<file path="src/rtl/key_debounce_16.sv">
// rtl/key_debounce_16.sv - 16-key synchronise/debounce front end for a cascaded 16-to-4 priority encoder
module key_debounce_16 #(
    parameter int CLK_DIV  = 50000,
    parameter int STABLE_N = 4
) (
    input  logic        clk,
    input  logic        rst,
    input  logic [15:0] key_n,
    output logic [7:0]  data_hi_n,
    output logic [7:0]  data_lo_n,
    output logic        any_n,
    output logic        press_stb,
    output logic        release_stb
);

    localparam logic [15:0] DIV_LAST   = 16'(CLK_DIV - 1);
    localparam logic [4:0]  STABLE_LIM = 5'(STABLE_N);

    logic [15:0] sync1;
    logic [15:0] sync2;
    logic [15:0] div_cnt;
    logic        tick;
    logic [15:0] stable;
    logic [15:0] stable_nxt;
    logic [3:0]  cnt     [16];
    logic [3:0]  cnt_nxt [16];
    logic        any_fell;
    logic        any_rose;

    // Two-flop synchroniser; idle (released) level is 1.
    always_ff @(posedge clk or posedge rst) begin
        if (rst) begin
            sync1 <= '1;
            sync2 <= '1;
        end else begin
            sync1 <= key_n;
            sync2 <= sync1;
        end
    end

    always_ff @(posedge clk or posedge rst) begin
        if (rst) begin
            div_cnt <= '0;
        end else if (tick) begin
            div_cnt <= '0;
        end else begin
            div_cnt <= div_cnt + 16'd1;
        end
    end

    assign tick = (div_cnt == DIV_LAST);

    // Per-key counters only move on ticks; a sample matching the stable
    // level (bounce) restarts the count.
    always_comb begin
        stable_nxt = stable;
        for (int i = 0; i < 16; i++) begin
            cnt_nxt[i] = cnt[i];
            if (tick) begin
                if (sync2[i] == stable[i]) begin
                    cnt_nxt[i] = 4'd0;
                end else if (({1'b0, cnt[i]} + 5'd1) == STABLE_LIM) begin
                    stable_nxt[i] = sync2[i];
                    cnt_nxt[i]    = 4'd0;
                end else begin
                    cnt_nxt[i] = cnt[i] + 4'd1;
                end
            end
        end
    end

    always_ff @(posedge clk or posedge rst) begin
        if (rst) begin
            stable <= '1;
            for (int i = 0; i < 16; i++) begin
                cnt[i] <= 4'd0;
            end
        end else begin
            stable <= stable_nxt;
            for (int i = 0; i < 16; i++) begin
                cnt[i] <= cnt_nxt[i];
            end
        end
    end

    assign any_fell = |(stable & ~stable_nxt);
    assign any_rose = |(~stable & stable_nxt);

    // Strobes are OR-reduced so simultaneous key changes give one pulse.
    always_ff @(posedge clk or posedge rst) begin
        if (rst) begin
            any_n       <= 1'b1;
            press_stb   <= 1'b0;
            release_stb <= 1'b0;
        end else begin
            any_n       <= &stable;
            press_stb   <= any_fell;
            release_stb <= any_rose;
        end
    end

    assign data_hi_n = stable[15:8];
    assign data_lo_n = stable[7:0];

endmodule

</file>
<file path="config.mk">
export PLATFORM = sky130hd
export DESIGN_NAME = key_debounce_16
export DESIGN_NICKNAME = d
export VERILOG_FILES = /design/src/rtl/key_debounce_16.sv
export SDC_FILE = /design/constraint.sdc
export NUM_CORES = 1
export LEC_CHECK = 0
export CORE_ASPECT_RATIO = 2
export CORE_UTILIZATION = 45
export DETAILED_ROUTE_END_ITERATION = 10
export HOLD_SLACK_MARGIN = 0.05
export SLEW_MARGIN = 5
export SYNTH_ARGS = -nofsm -noshare
export SYNTH_HDL_FRONTEND = slang
export SYNTH_SLANG_ARGS = --single-unit
</file>
<file path="constraint.sdc">
create_clock -name clk -period 8.14 [get_ports clk]
set_input_delay 1.628 -clock clk [delete_from_list [all_inputs] [get_ports clk]]
set_output_delay 1.628 -clock clk [all_outputs]
set_load 0.005 [all_outputs]
</file>
==> qor.json, run 1 <==
{
  "syn-cell-area_sq_um": 7060,
  "yosysTopAreaCell": "sky130_fd_sc_hd__dfrtp_1",
  "clock-root-buffer": "sky130_fd_sc_hd__clkbuf_16",
  "grt_overflow_total": 0,
  "hp-start": "sync1[11]",
  "drtAntennaViolNets": 0,
  "cts-htree-levels": 4,
  "finalWorstSetupSlack_ps": 4910,
  "setup_repair_after_global_routing_missed_its_margin": "no",
  "route.detailed.wl_per_inst_um": 17.6,
  "cp_slowest_cell": "sky130_fd_sc_hd__dfstp_2",
  "critPathTopFamily": "flip-flops",
  "gr-usage-all-layers_pct": 22.7,
  "num-fill-cells": 1362,
  "die_h_um": 179,
  "tightest_slew_ps": 925,
  "worst_hold_check_slack_ps": 354,
  "clock-sinks": 131,
  "top_count_cell_post_synth": "sky130_fd_sc_hd__nand2_1",
  "final_min_period_over_clock_period_pct": 39.7,
  "clock_tree_from_tritoncts": "yes",
  "clk_slew_on_worst_s_h_paths_ps": 60,
  "status": "finished clean",
  "post_synth_num_cell_types": 63,
  "synth_fp_nets": 779,
  "setup_total_negative_slack_ps": 0,
  "critical_path_data_required_time_ps": 6510,
  "synth-seq-cells": 131,
  "drt_drc_violations_left": 0,
  "synthesis.area_per_instance_sq_um": 9.68,
  "cts-buffers-inserted": 17,
  "r2r_start": "div_cnt[0]",
  "final_area_sq_um": 8230,
  "critical_path.n_buffers_inverters": 1,
  "crit_type": "flip-flop to output pin",
  "maximum_clock_path_buffer_count": 2,
  "ys.flop_type": "sky130_fd_sc_hd__dfrtp_1",
  "place_area_sq_um": 7610,
  "cellPowerDensity_nw_per_um2": 184,
  "number_of_pins_with_negative_max_slew_slack_in_the_final_report": 0,
  "worst_r2r_endpoint": "cnt[11]",
  "timing.critical_path.from_type": "flip-flop",
  "area_growth_pct": 16.6,
  "floorplan.initialDensity_pct": 46.1,
  "avgViaCountPerCell": 5.70,
  "placement_rows": 64,
  "synthTopCellsByCount": "sky130_fd_sc_hd__nand2_1 (110), sky130_fd_sc_hd__dfrtp_1 (82), sky130_fd_sc_hd__dfstp_2 (49), sky130_fd_sc_hd__nor2_1 (49), sky130_fd_sc_hd__o21ai_0 (49)",
  "grt_first_pass_wirelength_um": 28300,
  "worst_hold_path.num_cells": 0,
  "finalCriticalPeriod_ps": 3230,
  "detailed_place_hpwl_um": 12200,
  "post_cts.repair.setup_buffers": 0,
  "synth_async_sr_flop_share_pct": 100,
  "synth_area_leaders": "sky130_fd_sc_hd__dfrtp_1 (29%), sky130_fd_sc_hd__dfstp_2 (18%), sky130_fd_sc_hd__nand2_1 (5.9%)",
  "antenna_cells": 0,
  "timing.slew.headroom_pct": 38.3,
  "firstDrtPassIters": 4,
  "p_switching_w": 0.000323,
  "critical_path_arrival_ps": 1600,
  "antenna_violations_before_repair": 0,
  "num-nets-final": 820,
  "final_report_setup_violation_count": 0,
  "worstSetupEndpointType": "output pin",
  "maxCapViolations": 0,
  "path_cells": "clkdlybuf4s50_1",
  "sequential_area_share_after_synthesis_pct": 47.3,
  "clock-skew-final_ps": 7.16,
  "core_area_sq_um": 15300,
  "synth.top_cell.area_share_pct": 29.1,
  "number_of_flops_mapped_to_enable_cells_by_yosys": 0,
  "switching_power_share_of_the_total_pct": 21.4,
  "holdPathEnd": "sync2[11]",
  "post_cts_resized": 0,
  "clk_latency_ps": 420,
  "largest_fanout_on_the_critical_path": 6,
  "grt_max_degree": 77,
  "vias": 5596,
  "hold_path.class": "flip-flop to flip-flop",
  "first_global_vias": 5853,
  "clkPwrFrac_pct": 53.1,
  "max-vdd-ir-drop_mv": 0.156,
  "port_buffers": 36,
  "die_width_um": 90.6,
  "synth-warning-count": 0,
  "post_cts_hold_buffer_count": 0,
  "floorplan.io_pins": 37,
  "comb_power_share_pct": 2.4,
  "power.leakage_nw": 3.60,
  "fmax_mhz": 310,
  "drive_gt1_share_pct": 12.6,
  "preCtsSetupSlack_ps": 4520,
  "timing_hold_violations_final": 0,
  "reg2regPathDepth": 7,
  "netlist_instances": 729,
  "routed_wirelength_um": 17300,
  "die_area_sq_um": 16200,
  "regToRegSetupSlack_ps": 5470,
  "gpl.final_weighted_congestion": 0.882,
  "critical-path-max-stage-delay_ps": 640,
  "drt_iter0_drc": 226,
  "internal_power_w": 0.00119,
  "p_seq_share_pct": 44.5
}
-- kinds of logic (layout without fill, tap and decap cells) --
| family | Yosys count | after routing | synth area share, % |
|---|---|---|---|
| fa+ha+maj | 32 | 32 | 5.67 |
| buf+inv | 24 | 78 | 1.49 |
| mux | 15 | 15 | 2.39 |
| flops | 131 | 131 | 47.3 |
| xor+xnor | 26 | 26 | 3.23 |
| simple gates | 365 | 365 | 27.3 |
| compound gates | 136 | 136 | 12.6 |
-- power by group through the flow --
stage	Sequential (W)	Clock (W)	Combinational (W)
2_1_floorplan	0.000681	0	0.0000212
3_3_place_gp	0.000684	0	0.0000364
3_5_place_dp	0.000684	0	0.0000373
4_1_cts	0.000674	0.000821	0.0000375
5_1_grt	0.000674	0.000842	0.0000418
6_report	0.000674	0.000804	0.0000363
-- placed cells by master, fill, tap and decap left out, types with 5 or more instances in the layout --
cell type / instances
sky130_fd_sc_hd__inv_1: 6
sky130_fd_sc_hd__nand2b_1: 30
sky130_fd_sc_hd__a21oi_1: 14
sky130_fd_sc_hd__o31ai_1: 22
sky130_fd_sc_hd__mux2_2: 6
sky130_fd_sc_hd__dfrtp_1: 82
sky130_fd_sc_hd__ha_1: 32
sky130_fd_sc_hd__clkdlybuf4s50_1: 36
sky130_fd_sc_hd__and2_1: 15
sky130_fd_sc_hd__a31oi_1: 5
sky130_fd_sc_hd__mux2_1: 9
sky130_fd_sc_hd__clkbuf_16: 17
sky130_fd_sc_hd__nor2b_1: 36
sky130_fd_sc_hd__nor3_1: 7
sky130_fd_sc_hd__xor2_1: 17
sky130_fd_sc_hd__nand3_1: 36
sky130_fd_sc_hd__nand3b_1: 9
sky130_fd_sc_hd__nor2_1: 49
sky130_fd_sc_hd__nor3b_1: 8
sky130_fd_sc_hd__and3_1: 13
sky130_fd_sc_hd__nor4_1: 6
sky130_fd_sc_hd__xnor2_1: 9
sky130_fd_sc_hd__nand4_1: 15
sky130_fd_sc_hd__nand2_1: 110
sky130_fd_sc_hd__a22o_1: 7
sky130_fd_sc_hd__dfstp_2: 49
sky130_fd_sc_hd__o21ai_0: 49
-- worst max path at each step --
stage	startpoint	end	slack, ps	depth (start not counted)
finish	stable[1]	data_lo_n[1]	4910	1
global route	rst	press_stb	4720	3
CTS	stable[14]	data_hi_n[6]	4890	1
detailed placement	rst	cnt[49]	4520	3
global placement	rst	cnt[13]	4540	3
floorplan	rst	cnt[0]	3100	1
-- sequential cells by signal (all words and copies together) (netlist names) --
signal and count:
sync1 16, cnt 64, sync2 16, release_stb 1
press_stb 1, any_n 1, stable 16, div_cnt 16
-- per-layer routing --
layer	part of all wire, %	vias up	wire, um	track usage, %
li1	-	2693	-	-
met1	39	2771	6800	23.6
met2	55	100	9540	43.2
met3	2.5	32	426	3.52
met4	2.8	0	487	12.2
met5	0	-	0	0
-- metrics by stage --
| step | util (%) | instances | power, W |
|---|---|---|---|
| 4_1_cts | 53.8 | 981 | 0.00153 |
| 5_1_grt | 53.8 | 981 | 0.00156 |
| 2_1_floorplan | - | 729 | 0.000702 |
| 6_report | 53.8 | 981 | 0.00151 |
| 3_3_place_gp | 49.8 | 949 | 0.000720 |
| 3_5_place_dp | 49.8 | 949 | 0.000721 |
-- final cells by class --
class	count	area (sq um)	area share [%]
clock buffers	18	429	5.22
flip-flops and latches	131	3340	40.6
repair buffers	39	383	4.65
multi-input cells	574	3610	43.9
clock inverters	14	188	2.28
inverters	7	28.8	0.350
well taps	198	248	3.01
No activity file was read; power rests on OpenSTA's default activity.
==> run 2: changes to the inputs <==
==> constraint.sdc (replaced) <==
create_clock -name clk -period 3.3 [get_ports clk]
set_input_delay 0.66 -clock clk [delete_from_list [all_inputs] [get_ports clk]]
set_output_delay 0.66 -clock clk [all_outputs]
set_load 0.005 [all_outputs]
==> run 2 against run 1 <==
Sequential cell count is the same. Design area rose by 0.79%. Wire length fell by 1.6%. Critical endpoint is now cnt[44]. Largest power group unchanged. Highest routed layer unchanged.
==> qor.json, run 2 (same netlist as run 1, synthesis figures left out) <==
{
  "drt_drc_violations_left": 0,
  "holdPathEnd": "sync2[1]",
  "firstDrtPassIters": 4,
  "die_width_um": 90.6,
  "layout_commonest_cell": "sky130_fd_sc_hd__nand2_1",
  "clock-skew-final_ps": 9.10,
  "setup_repair_after_global_routing_missed_its_margin": "no",
  "cellPowerDensity_nw_per_um2": 450,
  "reg2regPathDepth": 6,
  "num-fill-cells": 1329,
  "setup_total_negative_slack_ps": 0,
  "final_min_period_over_clock_period_pct": 69.7,
  "multiInputGateArea_sq_um": 3610,
  "antenna_violations_before_repair": 0,
  "num-nets-final": 825,
  "largest-register": "cnt",
  "tightest_slew_ps": 738,
  "drt_iter0_drc": 274,
  "finalCriticalPeriod_ps": 2300,
  "number_of_pins_with_negative_max_slew_slack_in_the_final_report": 0,
  "cts-htree-levels": 4,
  "fmax_mhz": 435,
  "clock-sinks": 131,
  "final_report_setup_violation_count": 0,
  "timing.slew.headroom_pct": 50.6,
  "drtAntennaViolNets": 0,
  "die_h_um": 179,
  "timing_hold_violations_final": 0,
  "vias": 5535,
  "maxCapViolations": 0,
  "regToRegSetupSlack_ps": 1000,
  "clock-root-buffer": "sky130_fd_sc_hd__clkbuf_16",
  "gr-usage-all-layers_pct": 22.7,
  "critical_path_arrival_ps": 2620,
  "path_cells": "ha_1 > and3_1 > and4_2 > buf_12 > nand2_1 > o31ai_1",
  "drive_gt1_share_pct": 13.3,
  "critical_path_data_required_time_ps": 3620,
  "post_cts.repair.setup_buffers": 0,
  "commonest_cells_after_routing_fill_and_taps_aside": "sky130_fd_sc_hd__nand2_1 (110), sky130_fd_sc_hd__dfrtp_1 (82), sky130_fd_sc_hd__o21ai_0 (49), sky130_fd_sc_hd__nor2_1 (49), sky130_fd_sc_hd__dfstp_2 (49)",
  "largest_fanout_on_the_critical_path": 42,
  "clk_slew_on_worst_s_h_paths_ps": 60,
  "gr-max-usage-layer": "met2",
  "floorplan.io_pins": 37,
  "max_reg_flops": 64,
  "global_route_met2_usage_pct": 41.2,
  "worst_r2r_endpoint": "cnt[44]",
  "port_buffers": 36,
  "floorplan.initialDensity_pct": 46.1,
  "clk_latency_ps": 430,
  "avgViaCountPerCell": 5.61,
  "post_cts_hold_buffer_count": 0,
  "power.leakage_nw": 3.61,
  "placement_rows": 64,
  "crit_type": "flip-flop to flip-flop",
  "core_area_sq_um": 15300,
  "max-vdd-ir-drop_mv": 0.321,
  "critical_path.n_buffers_inverters": 1,
  "grt.met1_usage_pct": 24.4,
  "status": "finished clean",
  "hp-start": "sync1[1]",
  "hold_path.class": "flip-flop to flip-flop",
  "final-seq-area_sq_um": 3340,
  "worst_hold_path.num_cells": 0,
  "antenna_cells": 0,
  "total_power_w": 0.00373,
  "die_area_sq_um": 16200,
  "detailed_place_hpwl_um": 12500,
  "grt_overflow_total": 0,
  "timing.critical_path.from_type": "flip-flop",
  "grt_max_degree": 57,
  "gpl.final_weighted_congestion": 0.845,
  "r2r_start": "div_cnt[0]",
  "grt_first_pass_wirelength_um": 28200,
  "post_cts_resized": 0,
  "worstSetupEndpointType": "flip-flop",
  "globalRouteMet3Util_pct": 4.20,
  "maximum_clock_path_buffer_count": 2,
  "cp_slowest_cell": "sky130_fd_sc_hd__and4_2",
  "cts-buffers-inserted": 17,
  "route.detailed.wl_per_inst_um": 17.2,
  "first_global_vias": 5732,
  "critical-path-max-stage-delay_ps": 620,
  "routed_wirelength_um": 17000,
  "area_growth_pct": 17.5,
  "critPathTopFamily": "simple AND/OR/NAND/NOR gates",
  "clock_tree_from_tritoncts": "yes"
}
run 2: cell count changes in the layout (fill, tap and decap cells not counted), moves of 2 or more:
cell / delta
sky130_fd_sc_hd__buf_4: +3
sky130_fd_sc_hd__buf_12: +2
sky130_fd_sc_hd__clkinvlp_4: +3
sky130_fd_sc_hd__inv_6: +3
sky130_fd_sc_hd__clkinv_2: -4
run 2: area by class of cell:
class / instances / share of cell area (%)
multi-input cells: 574 / 43.6
flip-flops and latches: 131 / 40.3
repair buffers: 44 / 5.37
clock buffers: 18 / 5.29
well taps: 198 / 2.99
clock inverters: 14 / 2.16
inverters: 7 / 0.362
run 2: report_power, final:
| part | switching [W] | total [W] | internal, W |
|---|---|---|---|
| clock | 0.000765 | 0.00198 | 0.00122 |
| combinational | 0.0000549 | 0.0000924 | 0.0000375 |
| sequential | 0.0000156 | 0.00166 | 0.00164 |
| total | 0.000835 | 0.00373 | 0.00290 |
run 2: metal layers:
| layer | part of all wire [%] | wire length [um] | vias up |
|---|---|---|---|
| met5 | 0 | 0 | - |
| met4 | 3.5 | 593 | 0 |
| met3 | 3.0 | 515 | 27 |
| met2 | 54 | 9160 | 102 |
| met1 | 39 | 6700 | 2697 |
| li1 | - | - | 2709 |
run 2: worst max-delay path by stage:
stage                     slack [ps]  cells past startpoint            to  startpoint
final                           1000                      6       cnt[44]  div_cnt[0]
after global placement          1040                      6     stable[0]  div_cnt[0]
after detailed placement        1020                      6       cnt[44]  div_cnt[0]
after global routing             750                      6       cnt[31]  div_cnt[0]
after CTS                        980                      1  data_hi_n[6]  stable[14]
after floorplan                 1060                      1        cnt[0]         rst
run 2: stage by stage:
step / util, % / hold slack (ps) / setup slack [ps] / area (sq um) / std cells
2_1_floorplan: - / 345 / 1060 / 7060 / 729
3_3_place_gp: 50.2 / 345 / 1040 / 7680 / 954
4_1_cts: 54.2 / 354 / 983 / 8290 / 986
5_1_grt: 54.2 / 355 / 753 / 8290 / 986
3_5_place_dp: 50.2 / 347 / 1020 / 7680 / 954
6_report: 54.2 / 352 / 1000 / 8290 / 986
